`config.mk`:
```
export PLATFORM = sky130hd
export DESIGN_NAME = mem_access_stage_flat
export DESIGN_NICKNAME = d
export VERILOG_FILES = /design/src/rtl/mem_access_stage_if.sv /design/src/rtl/mem_access_stage.sv /design/src/flat_wrapper.sv
export SDC_FILE = /design/constraint.sdc
export NUM_CORES = 1
export LEC_CHECK = 0
export CAP_MARGIN = 5
export CORE_MARGIN = 1.5
export CORE_UTILIZATION = 35
export CTS_CLUSTER_SIZE = 10
export DETAILED_ROUTE_END_ITERATION = 7
export GPL_ROUTABILITY_DRIVEN = 0
export HOLD_SLACK_MARGIN = 0.02
export PLACE_DENSITY = 0.65
export SKIP_LAST_GASP = 1
export SLEW_MARGIN = 20
export SYNTH_ARGS = -nofsm -noshare
export SYNTH_HDL_FRONTEND = slang
export SYNTH_SLANG_ARGS = --single-unit
```
`constraint.sdc`:
```
create_clock -name clk -period 2.6 [get_ports clk]
set_input_delay 0.52 -clock clk [delete_from_list [all_inputs] [get_ports clk]]
set_output_delay 0.52 -clock clk [all_outputs]
set_load 0.03 [all_outputs]
```
`src/rtl/mem_access_stage_if.sv`:
```
// Purpose: data-bus bundle between the memory stage (master) and the data memory (slave).
// Latency: none, wires only.
// Backpressure: request is held by the master until dresp_addr_ok; dresp_data_ok closes the access.
// Signals: dreq_* carry the request (valid, write, aligned address, byte strobes, lane-shifted data);
//          dresp_* carry the reply (address accepted, data returned or store complete, raw 64-bit word).
interface mem_access_stage_if #(
    parameter int XLEN = 64
);
    logic            dreq_valid;
    logic            dreq_write;
    logic [XLEN-1:0] dreq_addr;
    logic [7:0]      dreq_strobe;
    logic [XLEN-1:0] dreq_data;
    logic            dresp_addr_ok;
    logic            dresp_data_ok;
    logic [XLEN-1:0] dresp_data;

    modport master (
        output dreq_valid, dreq_write, dreq_addr, dreq_strobe, dreq_data,
        input  dresp_addr_ok, dresp_data_ok, dresp_data
    );

    modport slave (
        input  dreq_valid, dreq_write, dreq_addr, dreq_strobe, dreq_data,
        output dresp_addr_ok, dresp_data_ok, dresp_data
    );
endinterface

```
`src/rtl/mem_access_stage.sv`:
```
// Purpose: RV64 memory stage; issues loads/stores on the data bus, extends load data, emits writeback + forward bundles.
// Latency: non-memory / dropped ops 1 cycle after accept; bus ops 1 cycle after dresp_data_ok (2 cycles minimum).
// Backpressure: in_ready only in IDLE; stall_req high while an access is in flight or one is being accepted.
// Ports: clk/reset (sync, active-high); in_* execute bundle with in_valid/in_ready; dbus master side of the
//        data bus; out_* writeback bundle (out_valid pulse); fwd_* forward bundle; stall_req; misalign pulse.
module mem_access_stage #(
    parameter int XLEN       = 64,
    parameter int REG_ADDR_W = 5
) (
    input  logic                  clk,
    input  logic                  reset,
    input  logic                  in_valid,
    output logic                  in_ready,
    input  logic                  in_memread,
    input  logic                  in_memwrite,
    input  logic                  in_regwrite,
    input  logic [2:0]            in_funct3,
    input  logic [REG_ADDR_W-1:0] in_dst,
    input  logic [XLEN-1:0]       in_addr,
    input  logic [XLEN-1:0]       in_wdata,
    mem_access_stage_if.master    dbus,
    output logic                  out_valid,
    output logic                  out_regwrite,
    output logic [REG_ADDR_W-1:0] out_dst,
    output logic [XLEN-1:0]       out_data,
    output logic                  fwd_valid,
    output logic [REG_ADDR_W-1:0] fwd_dst,
    output logic [XLEN-1:0]       fwd_data,
    output logic                  stall_req,
    output logic                  misalign
);
    typedef enum logic [1:0] {S_IDLE, S_REQ, S_WAIT} state_t;

    typedef struct packed {
        logic                  load;
        logic                  store;
        logic                  regwrite;
        logic [2:0]            funct3;
        logic [REG_ADDR_W-1:0] dst;
        logic [XLEN-1:0]       addr;
        logic [XLEN-1:0]       wdata;
    } instr_t;

    state_t                state_q, state_d;
    instr_t                instr_q, instr_d;
    logic                  out_valid_q, out_valid_d;
    logic                  out_regwrite_q, out_regwrite_d;
    logic [REG_ADDR_W-1:0] out_dst_q, out_dst_d;
    logic [XLEN-1:0]       out_data_q, out_data_d;
    logic                  misalign_q, misalign_d;

    logic            accept, in_is_mem, in_bad_f3, in_misaligned, go_req, complete;
    logic [2:0]      lane;
    logic [5:0]      shamt;
    logic [XLEN-1:0] load_raw, load_ext;
    logic [7:0]      size_mask;

    // Input classification: funct3=111 is an illegal size and is dropped before the alignment check.
    always_comb begin
        in_misaligned = 1'b0;
        case (in_funct3[1:0])
            2'b01:   in_misaligned = in_addr[0];
            2'b10:   in_misaligned = |in_addr[1:0];
            2'b11:   in_misaligned = |in_addr[2:0];
            default: in_misaligned = 1'b0;
        endcase
    end

    assign accept    = in_valid && (state_q == S_IDLE);
    assign in_is_mem = in_memread | in_memwrite;
    assign in_bad_f3 = (in_funct3 == 3'b111);
    assign go_req    = accept & in_is_mem & ~in_bad_f3 & ~in_misaligned;

    // Load extraction from the latched byte lane of the returned 64-bit word.
    assign lane     = instr_q.addr[2:0];
    assign shamt    = {lane, 3'b000};
    assign load_raw = dbus.dresp_data >> shamt;

    always_comb begin
        load_ext = load_raw;
        case (instr_q.funct3)
            3'b000:  load_ext = {{(XLEN-8){load_raw[7]}},   load_raw[7:0]};
            3'b001:  load_ext = {{(XLEN-16){load_raw[15]}}, load_raw[15:0]};
            3'b010:  load_ext = {{(XLEN-32){load_raw[31]}}, load_raw[31:0]};
            3'b100:  load_ext = {{(XLEN-8){1'b0}},  load_raw[7:0]};
            3'b101:  load_ext = {{(XLEN-16){1'b0}}, load_raw[15:0]};
            3'b110:  load_ext = {{(XLEN-32){1'b0}}, load_raw[31:0]};
            default: load_ext = load_raw;
        endcase
    end

    always_comb begin
        size_mask = 8'hFF;
        case (instr_q.funct3[1:0])
            2'b00:   size_mask = 8'h01;
            2'b01:   size_mask = 8'h03;
            2'b10:   size_mask = 8'h0F;
            default: size_mask = 8'hFF;
        endcase
    end

    // Request fields come straight from the instruction latch, so they stay stable until addr_ok.
    assign dbus.dreq_valid  = (state_q == S_REQ);
    assign dbus.dreq_write  = instr_q.store;
    assign dbus.dreq_addr   = {instr_q.addr[XLEN-1:3], 3'b000};
    assign dbus.dreq_strobe = instr_q.store ? 8'(size_mask << lane) : 8'h00;
    assign dbus.dreq_data   = instr_q.wdata << shamt;

    always_comb begin
        state_d        = state_q;
        instr_d        = instr_q;
        out_valid_d    = 1'b0;
        out_regwrite_d = out_regwrite_q;
        out_dst_d      = out_dst_q;
        out_data_d     = out_data_q;
        misalign_d     = 1'b0;
        complete       = 1'b0;

        case (state_q)
            S_IDLE: begin
                if (accept) begin
                    instr_d.load     = in_memread;
                    instr_d.store    = in_memwrite & ~in_memread;
                    instr_d.regwrite = in_regwrite;
                    instr_d.funct3   = in_funct3;
                    instr_d.dst      = in_dst;
                    instr_d.addr     = in_addr;
                    instr_d.wdata    = in_wdata;
                    if (go_req) begin
                        state_d = S_REQ;
                    end else begin
                        // ALU result, or a dropped memory op that must not write rd.
                        out_valid_d    = 1'b1;
                        out_dst_d      = in_dst;
                        out_data_d     = in_addr;
                        out_regwrite_d = in_regwrite & ~in_is_mem;
                        misalign_d     = in_is_mem & ~in_bad_f3 & in_misaligned;
                    end
                end
            end
            S_REQ: begin
                if (dbus.dresp_addr_ok) begin
                    if (dbus.dresp_data_ok) begin
                        state_d  = S_IDLE;
                        complete = 1'b1;
                    end else begin
                        state_d = S_WAIT;
                    end
                end
            end
            S_WAIT: begin
                if (dbus.dresp_data_ok) begin
                    state_d  = S_IDLE;
                    complete = 1'b1;
                end
            end
            default: state_d = S_IDLE;
        endcase

        if (complete) begin
            out_valid_d    = 1'b1;
            out_dst_d      = instr_q.dst;
            out_regwrite_d = instr_q.load & instr_q.regwrite;
            out_data_d     = instr_q.load ? load_ext : instr_q.addr;
        end
    end

    always_ff @(posedge clk) begin
        if (reset) begin
            state_q        <= S_IDLE;
            instr_q        <= '0;
            out_valid_q    <= 1'b0;
            out_regwrite_q <= 1'b0;
            out_dst_q      <= '0;
            out_data_q     <= '0;
            misalign_q     <= 1'b0;
        end else begin
            state_q        <= state_d;
            instr_q        <= instr_d;
            out_valid_q    <= out_valid_d;
            out_regwrite_q <= out_regwrite_d;
            out_dst_q      <= out_dst_d;
            out_data_q     <= out_data_d;
            misalign_q     <= misalign_d;
        end
    end

    assign in_ready     = (state_q == S_IDLE);
    assign stall_req    = (state_q != S_IDLE) | go_req;
    assign out_valid    = out_valid_q;
    assign out_regwrite = out_regwrite_q;
    assign out_dst      = out_dst_q;
    assign out_data     = out_data_q;
    assign misalign     = misalign_q;
    // Writeback only happens after the access completes, so a forward never overlaps an in-flight access.
    assign fwd_valid    = out_valid_q & out_regwrite_q & (out_dst_q != '0);
    assign fwd_dst      = out_dst_q;
    assign fwd_data     = out_data_q;
endmodule

```
`src/flat_wrapper.sv`:
```
// flat-port wrapper written by rule: the top's interface ports become plain ports
module mem_access_stage_flat 
#(
    parameter int XLEN       = 64,
    parameter int REG_ADDR_W = 5
)
  (clk, reset, in_valid, in_ready, in_memread, in_memwrite, in_regwrite, in_funct3, in_dst, in_addr, in_wdata, out_valid, out_regwrite, out_dst, out_data, fwd_valid, fwd_dst, fwd_data, stall_req, misalign, dbus_dreq_valid, dbus_dreq_write, dbus_dreq_addr, dbus_dreq_strobe, dbus_dreq_data, dbus_dresp_addr_ok, dbus_dresp_data_ok, dbus_dresp_data);
  mem_access_stage_if #(.XLEN(XLEN)) dbus_i ();
  input  logic clk;
  input  logic reset;
  input  logic in_valid;
  output logic in_ready;
  input  logic in_memread;
  input  logic in_memwrite;
  input  logic in_regwrite;
  input  logic [2:0] in_funct3;
  input  logic [REG_ADDR_W-1:0] in_dst;
  input  logic [XLEN-1:0] in_addr;
  input  logic [XLEN-1:0] in_wdata;
  output logic out_valid;
  output logic out_regwrite;
  output logic [REG_ADDR_W-1:0] out_dst;
  output logic [XLEN-1:0] out_data;
  output logic fwd_valid;
  output logic [REG_ADDR_W-1:0] fwd_dst;
  output logic [XLEN-1:0] fwd_data;
  output logic stall_req;
  output logic misalign;
  output wire logic [$bits(dbus_i.dreq_valid)-1:0] dbus_dreq_valid;
  output wire logic [$bits(dbus_i.dreq_write)-1:0] dbus_dreq_write;
  output wire logic [$bits(dbus_i.dreq_addr)-1:0] dbus_dreq_addr;
  output wire logic [$bits(dbus_i.dreq_strobe)-1:0] dbus_dreq_strobe;
  output wire logic [$bits(dbus_i.dreq_data)-1:0] dbus_dreq_data;
  input wire logic [$bits(dbus_i.dresp_addr_ok)-1:0] dbus_dresp_addr_ok;
  input wire logic [$bits(dbus_i.dresp_data_ok)-1:0] dbus_dresp_data_ok;
  input wire logic [$bits(dbus_i.dresp_data)-1:0] dbus_dresp_data;
  assign dbus_dreq_valid = dbus_i.dreq_valid;
  assign dbus_dreq_write = dbus_i.dreq_write;
  assign dbus_dreq_addr = dbus_i.dreq_addr;
  assign dbus_dreq_strobe = dbus_i.dreq_strobe;
  assign dbus_dreq_data = dbus_i.dreq_data;
  assign dbus_i.dresp_addr_ok = dbus_dresp_addr_ok;
  assign dbus_i.dresp_data_ok = dbus_dresp_data_ok;
  assign dbus_i.dresp_data = dbus_dresp_data;
  mem_access_stage #(.XLEN(XLEN), .REG_ADDR_W(REG_ADDR_W)) u_core (.clk(clk), .reset(reset), .in_valid(in_valid), .in_ready(in_ready), .in_memread(in_memread), .in_memwrite(in_memwrite), .in_regwrite(in_regwrite), .in_funct3(in_funct3), .in_dst(in_dst), .in_addr(in_addr), .in_wdata(in_wdata), .dbus(dbus_i), .out_valid(out_valid), .out_regwrite(out_regwrite), .out_dst(out_dst), .out_data(out_data), .fwd_valid(fwd_valid), .fwd_dst(fwd_dst), .fwd_data(fwd_data), .stall_req(stall_req), .misalign(misalign));
endmodule
```
==> reports/metrics.cfg, run 1 <==
[outcome]
status=finished, violations left
violations=setup timing

[floorplan]
start_util=0.355
die-height_microns=201
ios=490
die_area_sq_um=40400
die_w_microns=201
rows=72
core_area_sq_um=38600

[worst_hold_path]
hp-class=reg -> reg
min_from=u_core.instr_q[58]
whs_endpoint=u_core.instr_q[58]
whs_path_depth=2

[synthesis]
synth_fa_ha_area_frac=0.00365
synthArstFlopShare=0
yosys_warnings=0
ys_seq_area_frac=0.311
netlist-cell-type-count=57
synthesis.area_sq_um=13700
synthXorXnorAreaFrac=0
synth_cells=1719
syn_avg_cell_area_sq_um=7.98
yosysTopAreaCell=dfxtp_1
muxShareOfSynthArea=0.182
synth-simple-area-share=0.159
ys_ff_latch=213
synth_top_family_by_area=compound AO/OA/AOI/OAI gates
synth-compound-area-share=0.216
dominantRegCellSynth=dfxtp_1
synth_edf_count=0
yosysMostFrequentCell=nand2_1
synthTopCellsByArea=dfxtp_1 31%, mux2i_1 12%, nand2_1 9.1%
synth_common_cells=332 x nand2_1, 213 x dfxtp_1, 189 x a21oi_1, 168 x mux2i_1, 142 x buf_4
yosysTopAreaCellShare=0.311

[global_route]
antenna_found_initial=4
grt_max_degree=92
gr-total-overflow=0
first_global_vias=14000
grt_pass1_wl_microns=88600
grt_use_total=0.283

[critical_path]
cp_top_family=flip-flops
timing.rr.start=u_core.instr_q[64]
worstPathRequired_ns=2.08
timing.rr.end=u_core.fwd_data[8]
cp_slowest_stage_delay_ns=0.44
path_cells=buf_12 > mux2_2 > o211ai_1 > o21ai_2 > buf_12
crit_path_end_kind=primary output
worstPathArrival_ns=2.10
worst_path_most_repeated_cell=buf_12
cp_num_buf_inv=2
path_class=reg -> out
reg2regPathDepth=8
crit_slowest_cell=dfxtp_4
cp_max_fo=19
worstSetupStartpointType=register
rrSetupSlack_ns=0.08

[detailed_routing]
wl_per_cell_microns=23.5
vias=14700
drt_iter0_drc=1148
viasPerCell=5.61
wl_microns=61300
route.antenna.remaining_nets=0
dr.pass1.iters=5
post-route-drc-count=0

[power]
total_power_mw=16.4
power_density_nw_per_um2=811
ir_worst_vdd_mv=0.528
p_leak_nw=7.69

[clock_network]
clock_path_buffers=3
clock_latency_ns=0.57
clk_pin_slew_ns=0.06
root_buffer=clkbuf_16
cts_tree=built
htreeDepth=1
cts_hold_repair.buffers=0
cts_buffers=27
clock_sinks=213

[finish]
drive_above_1_share=0.189
fin_nets=2291
final_core_util=0.524
nFillCells=3589
area_growth_pct=47.4

[placement]
io_buffers=486
dp_hpwl_microns=45400

[timing]
rsz0062_at_grt=true
slew_headroom=0.251
period_share=1.01
setup_slack_ns=-0.0222
worstMarginPinSlew_ns=1.12
slew_violations=0
setup_viol=2
fin_worst_skew_ns=0.0303
period_minus_slack_ns=2.62
hold_violations=0
max_freq_ghz=0.381

[run]
maxCapViolCount=0

==> cell type report <==
type	count	area [sq um]	area share
Antenna cell	3	7.51	0.000371
Clock buffer	36	759	0.0375
Clock inverter	4	40.0	0.00198
Inverter	11	46.3	0.00229
Multi-Input combinational cell	1211	8070	0.399
Sequential cell	213	4280	0.212
Tap cell	518	648	0.0320
Timing Repair Buffer	615	6380	0.315
==> flip-flops by register name, summed over array words and instances, names as in the netlist <==
signal / flops
u_core.misalign: 1
u_core.out_valid: 1
u_core.fwd_dst: 5
u_core.dbus.dreq_addr: 61
u_core.state_q: 2
u_core.instr_q: 77
u_core.dbus.dreq_write: 1
u_core.out_regwrite: 1
u_core.fwd_data: 64
==> what timing repair did <==
action | 4_1_cts | 5_1_grt
resized for setup | 26 | 51
pin swaps | 1 | 5
endpoints found under the setup margin | 51 | 50
setup buffers | 12 | 14
cloned | 2 | 4
==> report_power, final <==
group	switching [mW]	internal (mW)	total [mW]
combinational	4.85	3.59	8.43
sequential	0.659	3.81	4.46
clock	1.49	2.02	3.51
total	7.00	9.41	16.4
==> metrics by stage <==
stage          std cells  setup TNS, ns  hold WS (ns)  area (sq um)  setup WS, ns
2_1_floorplan       1721              0         0.434         13800        0.0287
6_report            2611        -0.0227         0.457         20200       -0.0222
3_5_place_dp        2537          -1.02         0.449         18700        -0.105
3_3_place_gp        2537         -0.397         0.443         18700        -0.106
4_1_cts             2591         -0.713         0.447         19800       -0.0921
5_1_grt             2611         -0.831         0.477         20200       -0.0829
==> tightest hold or removal path: stages (launching register included) <==
cell     delay [ns]
dfxtp_1        0.31
nand2_1        0.05
a21oi_1        0.05
==> placed cells by master (no fill, tap or decap), types with 35 or more instances in the layout <==
cell type        count
a21oi_1            177
buf_12              44
buf_4              142
clkdlybuf4s50_1    411
dfxtp_1            207
mux2_2              35
mux2i_1            157
nand2_1            329
nor2_1              85
o21ai_0             71
o22ai_1             49
==> cell families (layout without fill, tap and decap cells) <==
group / after synthesis / after routing
AND/OR/NAND/NOR: 514 / 514
AO/OA/AOI/OAI: 468 / 468
buffers and inverters: 297 / 666
flip-flops: 213 / 213
multiplexers: 222 / 222
other: 1 / 6
adder cells (fa/ha/maj): 4 / 4
==> routing by layer <==
metal  wire length, microns  part of all wire  vias up  global-route usage
li1                       -                 -     6658                   -
met1                  23300              0.38     7072               0.329
met2                  30400              0.50      796               0.507
met3                   5200             0.085      131              0.0614
met4                   2410             0.039        2               0.107
met5                     11           0.00018        -                   0
==> worst max-delay path by stage <==
stage	start	end	cells after the start
CTS	u_core.instr_q[65]	dbus_dreq_data[49]	6
global route	u_core.instr_q[65]	dbus_dreq_data[52]	5
finish	u_core.instr_q[65]	dbus_dreq_data[52]	5
detailed placement	dbus_dresp_data[63]	u_core.fwd_data[19]	8
global placement	dbus_dresp_data[63]	u_core.fwd_data[48]	9
floorplan	u_core.instr_q[65]	dbus_dreq_strobe[6]	7
No activity file was read; power rests on OpenSTA's default activity.
==> run 2: changes to the inputs <==
CORE_MARGIN = default   (was 1.5)
==> run 2 against run 1 <==
Compared with the run above:
- clock power down 4%
- flip-flop and latch count unchanged
- fmax down 2.9%
- the flow still finishes with violations (setup timing)
- sequential share of layout area decreased by 0.47 points
- die area decreased by 0.99%
==> reports/metrics.cfg, run 2 (same netlist as run 1, synthesis figures left out) <==
[finish]
largest_reg_flops=77  ; unchanged
final_cell_mix=411 x clkdlybuf4s50_1, 328 x nand2_1, 207 x dfxtp_1  ; was 411 x clkdlybuf4s50_1, 329 x nand2_1, 207 x dfxtp_1
area_growth_pct=50.8  ; was 47.4%
drive_above_1_share=0.201  ; was 0.189
fin_nets=2304  ; was 2291
final_common_cell=clkdlybuf4s50_1  ; unchanged
max_flop_register=u_core.instr_q  ; unchanged
final_cells=2623  ; was 2611
final_core_util=0.535  ; was 0.524

[floorplan]
start_util=0.355  ; unchanged
die_w_microns=200  ; was 201 microns
die_area_sq_um=40000  ; was 40400 sq um
core_area_sq_um=38600  ; unchanged
die-height_microns=200  ; was 201 microns
ios=490  ; unchanged
rows=72  ; unchanged

[power]
ir_worst_vdd_mv=0.542  ; was 0.528 mV
power_density_nw_per_um2=804  ; was 811 nW/um^2
p_leak_nw=7.86  ; was 7.69 nW

[timing]
fin_worst_skew_ns=0.0184  ; was 0.0303 ns
slew_headroom=0.469  ; was 0.251
slew_violations=0  ; unchanged
period_share=1.04  ; was 1.01
period_minus_slack_ns=2.70  ; was 2.62 ns
max_freq_ghz=0.370  ; was 0.381 GHz
setup_slack_ns=-0.0995  ; was -0.0222 ns
setup_viol=23  ; was 2
hold_violations=0  ; unchanged
rsz0062_at_grt=true  ; unchanged
worstMarginPinSlew_ns=0.793  ; was 1.12 ns

[detailed_routing]
wl_per_cell_microns=23.6  ; was 23.5 microns
wl_microns=62000  ; was 61300 microns
routed-wl-met3_microns=5690  ; was 5200 microns
vias=14600  ; was 14700
met1_length_microns=23200  ; was 23300 microns
viasPerCell=5.57  ; was 5.61
drt_iter0_drc=1191  ; was 1148
route.antenna.remaining_nets=0  ; unchanged
wl_met2_microns=30600  ; was 30400 microns
dr.pass1.iters=5  ; unchanged
post-route-drc-count=0  ; unchanged
top_layer_used=met5  ; unchanged

[outcome]
status=finished, violations left  ; unchanged
violations=setup timing  ; unchanged

[placement]
io_buffers=486  ; unchanged
dp_hpwl_microns=45000  ; was 45400 microns
place_inst=2533  ; was 2537

[critical_path]
path_class=reg -> out  ; unchanged
worstPathArrival_ns=2.18  ; was 2.10 ns
crit_path_end_kind=primary output  ; unchanged
worstSetupStartpointType=register  ; unchanged
worstPathRequired_ns=2.08  ; about the same
cp_max_fo=10  ; was 19

[clock_network]
cts_buffers=26  ; was 27
cts_hold_repair.buffers=0  ; unchanged
cts_tree=built  ; unchanged
clock_latency_ns=0.56  ; was 0.57 ns
clock_sinks=213  ; unchanged
htreeDepth=1  ; unchanged
clock_path_buffers=3  ; unchanged
clk_pin_slew_ns=0.06  ; about the same
root_buffer=clkbuf_16  ; unchanged

[global_route]
grt_pass1_wl_microns=87400  ; was 88600 microns
gr-total-overflow=0  ; unchanged
grt_use_total=0.290  ; was 0.283
grt_max_degree=126  ; was 92
first_global_vias=13800  ; was 14000
antenna_found_initial=7  ; was 4

[worst_hold_path]
hp-class=in -> reg  ; was reg -> reg

[run]
maxCapViolCount=0  ; unchanged

==> run 2: worst max-delay path, stage by stage, from the launching register on <==
cell and delay (ns):
dfxtp_4 0.40, buf_6 0.15, or2_2 0.46, nor2_1 0.20
clkdlybuf4s15_1 0.39
==> run 2: final timing paths <==
path | slack, ns | from | depth (start not counted) | to
worst max-delay path | -0.1 | u_core.instr_q[65] | 4 | dbus_dreq_data[15]
worst min-delay path | 0.37 | reset | 2 | u_core.dbus.dreq_addr[17]
worst max register to register | 0.06 | u_core.instr_q[65] | 10 | u_core.fwd_data[58]
worst min register to register | 0.46 | u_core.instr_q[131] | 2 | u_core.instr_q[131]
==> run 2: area by class of cell <==
class,instances,area [sq um]
Inverter,11,46.3
Antenna cell,5,12.5
Timing Repair Buffer,629,6780
Sequential cell,213,4280
Tap cell,518,648
Fill cell,3558,18000
Multi-Input combinational cell,1211,8180
Clock buffer,32,683
Clock inverter,4,56.3
==> run 2: what timing repair did <==
item / CTS / global route
setup endpoints to repair: 51 / 57
setup buffers: 13 / 26
pin swaps: 1 / 17
endpoints found under the hold margin: 0 / 0
gates cloned: 6 / 5
resized for setup: 37 / 87
==> run 2: metal layers <==
metal	vias to the layer above	track usage
met2	748	0.513
met1	7023	0.332
met3	150	0.0801
li1	6694	-
met5	-	0
met4	4	0.107
==> run 2: stage by stage <==
step           setup WS (ns)  total power [mW]  TNS, ns  area [sq um]  hold WS [ns]
2_1_floorplan         0.0287              9.33        0         13800         0.434
3_3_place_gp         -0.0440              12.5   -0.368         18900         0.443
3_5_place_dp          -0.144              12.6    -1.54         18900         0.447
4_1_cts               -0.126              16.3    -1.80         20100         0.350
5_1_grt               -0.133              17.3    -2.72         20700         0.361
6_report             -0.0995              16.6   -0.939         20700         0.368
==> run 2: power breakdown <==
part / switching (mW) / internal [mW]
registers: 0.644 / 3.80
logic: 4.99 / 3.83
clock network: 1.45 / 1.92
total: 7.08 / 9.55
==> run 3: changes to the inputs <==
REMOVE_ABC_BUFFERS = 1   (was default)
==> run 3 against run 2 <==
Compared with the run above:
- the run still ends with setup timing left
- via count shrank 0.54%
- flip-flop and latch count unchanged
- die area unchanged
- clock skew up 0.012 ns
- register-to-register slack better by 0.09 ns
- sequential share of layout area increased by 0.48 points
- hold slack improved by 0.0063 ns
- utilization is 1.2 points lower
- setup slack gained 0.062 ns
==> reports/metrics.cfg, run 3 (same netlist as run 1, synthesis figures left out) <==
[power]
switching_power_mw=6.85  ; was 7.08 mW
p_sw_frac=0.424  ; was 0.426
combPwrFrac=0.514  ; was 0.530
power.internal_mw=9.31  ; was 9.55 mW
p_leak_nw=7.72  ; was 7.86 nW
p_clk_frac=0.214  ; was 0.203
ir_worst_vdd_mv=0.518  ; was 0.542 mV
power_density_nw_per_um2=799  ; was 804 nW/um^2
pwr-share-seq=0.271  ; was 0.267

[clock_network]
cts_hold_repair.buffers=0  ; unchanged
clock_sinks=213  ; unchanged
root_buffer=clkbuf_16  ; unchanged
htreeDepth=1  ; unchanged
clock_path_buffers=3  ; unchanged
clock_latency_ns=0.57  ; was 0.56 ns
cts_tree=built  ; unchanged
cts_buffers=27  ; was 26
clk_pin_slew_ns=0.06  ; about the same

[global_route]
top_usage_layer=met2  ; unchanged
grt_use_total=0.277  ; was 0.290
antenna_found_initial=8  ; was 7
first_global_vias=14200  ; was 13800
use_met3=0.0593  ; was 0.0801
gr-total-overflow=0  ; unchanged
use_met2=0.483  ; was 0.513
grt_pass1_wl_microns=85000  ; was 87400 microns
grt_max_degree=84  ; was 126
use_met1=0.329  ; was 0.332

[finish]
largest_reg_flops=77  ; unchanged
nFillCells=3608  ; was 3558
drive_above_1_share=0.194  ; was 0.201
area_growth_pct=47.5  ; was 50.8%
max_flop_register=u_core.instr_q  ; unchanged
final_common_cell=clkdlybuf4s50_1  ; unchanged
final_cells=2616  ; was 2623
final_area_sq_um=20200  ; was 20700 sq um
final_cell_mix=411 x clkdlybuf4s50_1, 330 x nand2_1, 207 x dfxtp_1  ; was 411 x clkdlybuf4s50_1, 328 x nand2_1, 207 x dfxtp_1
fin_nets=2293  ; was 2304

[timing]
period_minus_slack_ns=2.64  ; was 2.70 ns
setup_slack_ns=-0.0375  ; was -0.0995 ns
setup_tns_ns=-0.0796  ; was -0.939 ns
period_share=1.01  ; was 1.04
max_freq_ghz=0.379  ; was 0.370 GHz
slew_headroom=0.386  ; was 0.469
setup_viol=4  ; was 23
fin_worst_skew_ns=0.0303  ; was 0.0184 ns
slew_violations=0  ; unchanged
worstMarginPinSlew_ns=0.921  ; was 0.793 ns
hold_violations=0  ; unchanged
rsz0062_at_grt=true  ; unchanged

[floorplan]
die_area_sq_um=40000  ; unchanged
ios=490  ; unchanged
core_area_sq_um=38600  ; unchanged
start_util=0.355  ; unchanged
die_w_microns=200  ; unchanged
die-height_microns=200  ; unchanged
rows=72  ; unchanged

[outcome]
violations=setup timing  ; unchanged
status=finished, violations left  ; unchanged

[critical_path]
timing.rr.start=u_core.instr_q[64]  ; was u_core.instr_q[65]
worstPathArrival_ns=2.12  ; was 2.18 ns
worstPathRequired_ns=2.08  ; about the same
rrSetupSlack_ns=0.15  ; was 0.06 ns
worstSetupStartpointType=register  ; unchanged
path_class=reg -> out  ; unchanged
cp_max_fo=7  ; was 10
timing.rr.end=u_core.fwd_data[22]  ; was u_core.fwd_data[58]
crit_path_end_kind=primary output  ; unchanged
reg2regPathDepth=10  ; unchanged

[detailed_routing]
wl_per_cell_microns=22.2  ; was 23.6 microns
vias=14500  ; was 14600
dr.pass1.iters=5  ; unchanged
post-route-drc-count=0  ; unchanged
viasPerCell=5.56  ; was 5.57
drt_iter0_drc=1011  ; was 1191
route.antenna.remaining_nets=0  ; unchanged
wl_microns=58100  ; was 62000 microns

[placement]
io_buffers=486  ; unchanged
dp_slack_ns=-0.527  ; was -0.144 ns
place_area_sq_um=18500  ; was 18900 sq um
dp_hpwl_microns=40800  ; was 45000 microns
place_inst=2526  ; was 2533

[worst_hold_path]
hp-class=in -> reg  ; unchanged
whs_path_depth=4  ; was 2
whs_endpoint=u_core.fwd_data[21]  ; was u_core.dbus.dreq_addr[17]
min_from=reset  ; unchanged

[run]
maxCapViolCount=0  ; unchanged

[run 3: cell count changes in the layout (fill, tap and decap cells not counted), sizes merged]
| cell | previous run | this run |
|---|---|---|
| buf | 208 | 189 |
| inv | 11 | 13 |
| dlygate4sd2 | 1 | 3 |
| clkdlybuf4s15 | 1 | 4 |
| diode | 5 | 4 |
| clkinv | 3 | 2 |
| clkbuf | 38 | 46 |
| bufinv | 1 | 0 |
[run 3: critical path, stage by stage (launching register included)]
cell,delay (ns)
dfxtp_4,0.36
buf_12,0.15
buf_16,0.14
buf_12,0.14
nor2b_1,0.15
a211oi_2,0.07
a211o_1,0.29
o21ai_2,0.08
buf_6,0.16
[run 3: cell type report]
type                       instances  area [sq um]  area share
clock buffer                      38           748      0.0370
timing repair buffer             617          6340       0.313
tap                              518           648      0.0320
clock inverter                     4          27.5     0.00136
antenna                            4          10.0    0.000495
sequential                       213          4280       0.212
multi-input combinational       1211          8130       0.402
inverter                          11          48.8     0.00241
[run 3: stage by stage]
stage / utilization / power, mW / hold WS [ns]
after floorplan: - / 8.95 / 0.428
after global placement: 0.478 / 12.0 / 0.440
after detailed placement: 0.478 / 12.1 / 0.447
after CTS: 0.519 / 16.1 / 0.343
after global routing: 0.524 / 16.9 / 0.372
final: 0.524 / 16.2 / 0.374
[run 3: timing repair]
item	in CTS	in global routing
setup endpoints to repair	86	62
gates cloned	9	1
pin swaps	13	14
resized for setup	123	83
setup buffers	33	5
[run 3: worst max-delay path by stage]
stage	cells after the start	endpoint	from	slack [ns]
6_report	8	dbus_dreq_data[59]	u_core.instr_q[65]	-0.04
2_1_floorplan	6	u_core.fwd_data[51]	u_core.state_q[0]	-8.65
5_1_grt	8	dbus_dreq_data[51]	u_core.instr_q[65]	-0.11
3_5_place_dp	8	u_core.fwd_data[60]	dbus_dresp_data[47]	-0.53
3_3_place_gp	8	u_core.fwd_data[60]	dbus_dresp_data[47]	-0.46
4_1_cts	8	dbus_dreq_data[51]	u_core.instr_q[65]	-0.07
[run 3: power by group through the flow]
stage | registers (mW) | logic, mW | clock network, mW
floorplan | 5.46 | 3.49 | 0
global placement | 4.41 | 7.63 | 0
detailed placement | 4.43 | 7.70 | 0
CTS | 4.36 | 8.20 | 3.52
global route | 4.45 | 8.82 | 3.65
finish | 4.38 | 8.32 | 3.46
[run 3: per-layer routing]
metal	vias to the layer above	wire length (microns)
li1	6674	-
met1	6970	22300
met2	732	28300
met3	156	4840
met4	8	2570
met5	-	50
